===== src/rtl/im_boot_loader.sv =====
// ---------------------------------------------------------------------------
// im_boot_loader
//
// Owns the single port of the instruction-memory block RAM. In normal run
// mode the IF-stage fetch address is passed straight through. A load request
// holds the CPU and takes over the port. The loader then receives a 16-bit
// little-endian word count followed by that many 32-bit little-endian words
// from the UART receiver and writes them from address 0 upward. When the
// load completes the CPU is released and fetch restarts from the reset PC.
//
// Ports:
//   Clock       system clock, rising edge
//   Reset       asynchronous, active-low reset
//   Load_Req    one-cycle pulse requesting a program load
//   Rx_Data     byte from UART receiver
//   Rx_Valid    one-cycle pulse per received byte
//   Fetch_Addr  IF-stage word address
//   Im_Addr     address to IM core (fetch address in RUN, write pointer otherwise)
//   Im_We       IM write enable, one cycle per assembled word
//   Im_Din      IM write data
//   Cpu_Hold    holds the CPU in reset while a load is in progress
//   Load_Done   one-cycle pulse on successful completion
//   Load_Error  load-failure flag, held until the next load request
//   Word_Count  words written in the current/last load
// ---------------------------------------------------------------------------
module im_boot_loader #(
    parameter int ADDR_W  = 11,
    parameter int TIMEOUT = 50000
) (
    input  logic              Clock,
    input  logic              Reset,
    input  logic              Load_Req,
    input  logic [7:0]        Rx_Data,
    input  logic              Rx_Valid,
    input  logic [ADDR_W-1:0] Fetch_Addr,
    output logic [ADDR_W-1:0] Im_Addr,
    output logic              Im_We,
    output logic [31:0]       Im_Din,
    output logic              Cpu_Hold,
    output logic              Load_Done,
    output logic              Load_Error,
    output logic [ADDR_W:0]   Word_Count
);

    localparam int TMO_W = $clog2(TIMEOUT + 1);
    // The counter reaches TIMEOUT-1 on the edge that leaves a register value
    // of TIMEOUT-2 behind, so the abort decision is taken one value early.
    localparam logic [TMO_W-1:0] TMO_LAST = TMO_W'(TIMEOUT - 2);
    localparam logic [31:0]      DEPTH    = 32'(1) << ADDR_W;

    typedef enum logic [2:0] {
        S_RUN,
        S_LEN0,
        S_LEN1,
        S_DATA,
        S_DONE,
        S_ERR
    } state_t;

    state_t            state_reg, state_next;
    logic [7:0]        len_lo_reg, len_lo_next;
    logic [15:0]       n_reg, n_next;
    logic [ADDR_W-1:0] ptr_reg, ptr_next;
    logic [ADDR_W:0]   wc_reg, wc_next;
    logic [1:0]        idx_reg, idx_next;
    logic [TMO_W-1:0]  tmo_reg, tmo_next;
    logic              we_reg, we_next;

    logic [15:0]       len_word;
    logic [ADDR_W:0]   wc_inc;
    logic              in_load;
    logic              timeout_hit;
    logic              byte_take;
    logic [31:0]       din_w;

    assign len_word    = {Rx_Data, len_lo_reg};
    assign wc_inc      = wc_reg + 1'b1;
    assign in_load     = (state_reg == S_LEN0) || (state_reg == S_LEN1) ||
                         (state_reg == S_DATA);
    assign timeout_hit = in_load && !Rx_Valid && (tmo_reg == TMO_LAST);
    assign byte_take   = (state_reg == S_DATA) && Rx_Valid;

    // -----------------------------------------------------------------------
    // State register
    // -----------------------------------------------------------------------
    always_ff @(posedge Clock or negedge Reset) begin
        if (!Reset) begin
            state_reg  <= S_RUN;
            len_lo_reg <= '0;
            n_reg      <= '0;
            ptr_reg    <= '0;
            wc_reg     <= '0;
            idx_reg    <= '0;
            tmo_reg    <= '0;
            we_reg     <= 1'b0;
        end else begin
            state_reg  <= state_next;
            len_lo_reg <= len_lo_next;
            n_reg      <= n_next;
            ptr_reg    <= ptr_next;
            wc_reg     <= wc_next;
            idx_reg    <= idx_next;
            tmo_reg    <= tmo_next;
            we_reg     <= we_next;
        end
    end

    // -----------------------------------------------------------------------
    // Next-state logic
    // -----------------------------------------------------------------------
    always_comb begin
        state_next  = state_reg;
        len_lo_next = len_lo_reg;
        n_next      = n_reg;
        ptr_next    = ptr_reg;
        wc_next     = wc_reg;
        idx_next    = idx_reg;
        tmo_next    = tmo_reg;
        we_next     = 1'b0;

        if (in_load) begin
            tmo_next = Rx_Valid ? '0 : tmo_reg + 1'b1;
        end

        unique case (state_reg)
            S_RUN: begin
                // Bytes arriving in run mode (even alongside Load_Req) are dropped.
                if (Load_Req) begin
                    state_next = S_LEN0;
                    tmo_next   = '0;
                end
            end

            S_LEN0: begin
                if (Rx_Valid) begin
                    len_lo_next = Rx_Data;
                    state_next  = S_LEN1;
                end else if (timeout_hit) begin
                    state_next = S_ERR;
                end
            end

            S_LEN1: begin
                if (Rx_Valid) begin
                    n_next = len_word;
                    // Word_Count reflects the current load as soon as its
                    // length is known, including empty and rejected loads.
                    ptr_next = '0;
                    idx_next = '0;
                    wc_next  = '0;
                    if (len_word == 16'd0) begin
                        state_next = S_DONE;
                    end else if (32'(len_word) > DEPTH) begin
                        state_next = S_ERR;
                    end else begin
                        state_next = S_DATA;
                    end
                end else if (timeout_hit) begin
                    state_next = S_ERR;
                end
            end

            S_DATA: begin
                if (timeout_hit) begin
                    state_next = S_ERR;
                end
                // The receiver is never stalled: a byte during the write
                // cycle simply starts the next word.
                if (Rx_Valid) begin
                    idx_next = idx_reg + 1'b1;
                    if (idx_reg == 2'd3) begin
                        we_next = 1'b1;
                    end
                end
                // Pointer and count advance once the write cycle is over.
                if (we_reg) begin
                    ptr_next = ptr_reg + 1'b1;
                    wc_next  = wc_inc;
                    if (32'(wc_inc) == 32'(n_reg)) begin
                        state_next = S_DONE;
                    end
                end
            end

            S_DONE: begin
                state_next = S_RUN;
            end

            S_ERR: begin
                if (Load_Req) begin
                    state_next = S_LEN0;
                    tmo_next   = '0;
                end
            end

            default: begin
                state_next = S_RUN;
            end
        endcase
    end

    // -----------------------------------------------------------------------
    // Write-data byte lanes: each received byte lands directly in its lane,
    // so the full word is present on the same edge that raises Im_We.
    // -----------------------------------------------------------------------
    generate
        for (genvar gi = 0; gi < 4; gi++) begin : g_lane
            logic [7:0] lane_reg;

            always_ff @(posedge Clock or negedge Reset) begin
                if (!Reset) begin
                    lane_reg <= '0;
                end else if (byte_take && (idx_reg == 2'(gi))) begin
                    lane_reg <= Rx_Data;
                end
            end

            assign din_w[gi*8 +: 8] = lane_reg;
        end
    endgenerate

    // -----------------------------------------------------------------------
    // Outputs
    // -----------------------------------------------------------------------
    assign Im_Addr    = (state_reg == S_RUN) ? Fetch_Addr : ptr_reg;
    assign Im_We      = we_reg;
    assign Im_Din     = din_w;
    assign Cpu_Hold   = (state_reg != S_RUN);
    assign Load_Done  = (state_reg == S_DONE);
    assign Load_Error = (state_reg == S_ERR);
    assign Word_Count = wc_reg;

endmodule


===== config.mk =====
export PLATFORM = sky130hd
export DESIGN_NAME = im_boot_loader
export DESIGN_NICKNAME = d
export VERILOG_FILES = /design/src/rtl/im_boot_loader.sv
export SDC_FILE = /design/constraint.sdc
export NUM_CORES = 1
export LEC_CHECK = 0
export CELL_PAD_IN_SITES_DETAIL_PLACEMENT = 1
export CELL_PAD_IN_SITES_GLOBAL_PLACEMENT = 1
export CORE_UTILIZATION = 29
export CTS_BUF_LIST = sky130_fd_sc_hd__clkbuf_8
export DETAILED_ROUTE_END_ITERATION = 8
export DONT_BUFFER_PORTS = 1
export PLACE_DENSITY_LB_ADDON = 0.1
export SETUP_SLACK_MARGIN = 0.4
export SLEW_MARGIN = 20
export SYNTH_ARGS = -nofsm -noshare
export SYNTH_HDL_FRONTEND = slang
export SYNTH_SLANG_ARGS = --single-unit

===== constraint.sdc =====
create_clock -name Clock -period 3.3 [get_ports Clock]
set_input_delay 0.33 -clock Clock [delete_from_list [all_inputs] [get_ports Clock]]
set_output_delay 0.33 -clock Clock [all_outputs]
set_load 0.05 [all_outputs]

==> results_dict.tcl <==
set metrics [dict create \
    status "completed" \
    clock-skew-final_ns 0.0107 \
    all_layer_global_routing_usage_pct 15.5 \
    synth-edff-count 0 \
    clkSinkCount 101 \
    route.antenna.remaining_nets 0 \
    finalWirelength_mm 13.4 \
    reg2reg_from "Word_Count[5]$_DFFE_PN0P_" \
    row_count 48 \
    worstMarginPinSlew_ns 1.03 \
    grt_overflow 0 \
    globalplace.congestion 0.757 \
    yosys-mux-area-fraction_pct 16.4 \
    via_count_normalized_by_instance_count 5.15 \
    synth_top_family_by_area "multiplexers" \
    cts_buffers 9 \
    start_util_pct 30.0 \
    area_fraction_in_compound_gates_after_synthesis_pct 10.7 \
    average_wire_length_per_cell_after_detail_routing_um 18.5 \
    slew_viol_final 0 \
    synth_nets 519 \
    slew_headroom_pct 31.0 \
    num_antenna_cells 0 \
    startpoint_type "flip-flop" \
    clock_insertion_delay_worst_skew_ns 0.39 \
    final-hold-violation-count 0 \
    post_synth_xor_area_fraction_pct 3.52 \
    worst-setup-path-type "reg2reg" \
    critical_path.reg2reg.endpoint "state_reg[0]$_DFFE_PN0P_" \
    ir_drop_v 0.000510 \
    worst-path-max-fanout 6 \
    syn-mean-instance-area_um2 10.7 \
    design.core.area_mm2 0.0174 \
    yosysWarnings 0 \
    clock.fmax_mhz 402 \
    totalPowerFinal_mw 5.26 \
    timing.max_cap.violations 0 \
    final_layout_size_suffix_gt1_share_pct 23.1 \
    finalNonFillerCells 722 \
    worst_ep_arrival_time_ns 2.77 \
    critPathCaptureType "flip-flop" \
    max-clock-path-buffers 2 \
    holdCritPathClass "in2reg" \
    setup_tns_ns 0 \
    global_route.peak_usage_layer "met2" \
    fraction_of_the_yosys_area_taken_by_sequential_cells_pct 48.4 \
    synth.distinct_cells 60 \
    worst_setup_path_endpoint "state_reg[0]$_DFFE_PN0P_" \
    synthAdderAreaFrac_pct 1.92 \
    ioPinCount 82 \
    grt_start_max_net_pins 102 \
    initialDrtViolationCount 127 \
    synth_cells 488 \
    timing.reg2reg.worst_path_depth 6 \
    met1_usage_pct 19.6 \
    first_pass_grt_wire_length_mm 22.0 \
    place.port_buffers 0 \
    placed_cells 704 \
    cts_tree "done" \
    synthSimpleGateAreaFrac_pct 16.2 \
    crit_path_start "Word_Count[5]$_DFFE_PN0P_" \
    period_minus_slack_ns 2.49 \
    grt_util_met3_pct 4.14 \
    grt_use_met2_pct 26.0 \
    flow.area_growth_from_synthesis_pct 11.2 \
    power.density_mw_per_mm2 906 \
    rsz0062_at_grt "false" \
    finalSetupViolCount 0 \
    cts.reportedPaths.clkPinSlew_ns 0.12 \
    htreeDepth 3 \
    grt_pass1_vias 3865 \
    ctsRootBufferMaster "sky130_fd_sc_hd__clkbuf_8" \
    syn_area_mm2 0.00522 \
    dp_hpwl_mm 9.16 \
    number_of_antenna_violations_at_the_first_check_in_global_routing 0 \
    detailroute.via_count 3721 \
    largest_reg_flops 32 \
    min_period_over_period_pct 75.4 \
    fin_nets 523 \
    die-area_mm2 0.0185 \
    final_common_cell "sky130_fd_sc_hd__dfrtp_1" \
    reg2reg_setup_slack_ns 0.81 \
    asyncSetResetFlopFracSynth_pct 100 \
    most_frequent_cells_in_the_layout "sky130_fd_sc_hd__dfrtp_1, sky130_fd_sc_hd__mux2_2, sky130_fd_sc_hd__nor2_1, sky130_fd_sc_hd__nand2_1, sky130_fd_sc_hd__o21ai_0" \
    post-cts-setup-buffer-count 0 \
    die_height_um 136 \
    die_w_um 136 \
    critPathRequiredTime_ns 3.58 \
    synth_seq_cells 101 \
    number_of_cells_on_the_worst_hold_path 1 \
    drc_errors 0 \
    power.leakage_nw 2.46 \
    first_drt_pass_iteration_count 4 \
    synth_ff_type "sky130_fd_sc_hd__dfrtp_1" \
]
## critical path: stages (launching register included)
cell and delay, ns:
sky130_fd_sc_hd__dfrtp_1 0.79, sky130_fd_sc_hd__nand3_1 0.31, sky130_fd_sc_hd__or2_0 0.30, sky130_fd_sc_hd__o311a_1 0.36
sky130_fd_sc_hd__a22oi_1 0.18, sky130_fd_sc_hd__nand3_1 0.10, sky130_fd_sc_hd__a311o_1 0.36
## final cells by class
class,count,area (um^2)
Sequential cell,101,2530
Inverter,10,37.5
Timing Repair Buffer,16,143
Clock buffer,9,124
Fill cell,1939,11600
Multi-Input combinational cell,354,2560
Clock inverter,7,129
Tap cell,225,282
## kinds of logic after synthesis
group	count (synthesis)
multiplexers	77
flip-flops	101
AND/OR/NAND/NOR	163
buffers and inverters	33
adder cells (fa/ha/maj)	8
XOR/XNOR	21
AO/OA/AOI/OAI	85
## repair_timing
action,CTS,global route
endpoints found under the hold margin,101,0
hold buffers,2,0
gates resized for setup,0,0
## worst min path at each step
stage                           from                           endpoint  slack (ns)
final                     Rx_Data[7]  g_lane[1].lane_reg[7]$_DFFE_PN0P_        0.08
after detailed placement       Reset             ptr_reg[4]$_DFFE_PN0P_        0.04
after global routing      Rx_Data[5]  g_lane[1].lane_reg[5]$_DFFE_PN0P_        0.05
after floorplan                Reset                    Im_We$_DFF_PN0_        0.03
after CTS                 Rx_Data[5]  g_lane[1].lane_reg[5]$_DFFE_PN0P_        0.05
after global placement         Reset             ptr_reg[4]$_DFFE_PN0P_        0.04
## power by group
part / internal (mW) / leakage, nW / switching [mW] / total (mW)
registers: 1.62 / 1.31 / 1.04 / 2.66
logic: 0.700 / 1.03 / 0.922 / 1.62
clock network: 0.454 / 0.124 / 0.517 / 0.971
## cells in the mapped netlist (all sizes together) (4+ instances only)
cell	instances	area [um^2]
a21oi	23	115
a22oi	5	42.5
buf	14	72.6
clkbuf	9	33.8
dfrtp	101	2530
ha	8	100
inv	10	37.5
mux2	70	788
mux2i	7	70.1
nand2	29	109
nand3	14	75.1
nand4	14	93.8
nor2	59	221
nor3	12	70.1
nor4	7	43.8
o21ai	24	120
o31ai	4	30.0
or4	5	41.3
xnor2	10	87.6
xor2	11	96.3
## layer usage
| metal | routed length [um] | vias to the layer above |
|---|---|---|
| met5 | 0 | - |
| met4 | 136 | 0 |
| met3 | 663 | 9 |
| met2 | 6530 | 49 |
| met1 | 6060 | 1888 |
| li1 | - | 1775 |
## stage by stage
step	hold WS [ns]	setup slack, ns	utilization [%]	cell area [um^2]
final	0.0768	0.811	33.3	5800
after global routing	0.0472	0.604	33.3	5800
after CTS	0.0490	0.825	33.3	5800
after detailed placement	0.0383	0.838	31.7	5510
after global placement	0.0403	0.911	31.7	5510
after floorplan	0.0344	0.814	-	5220
Note: power is estimated with default switching activity, not from simulation.
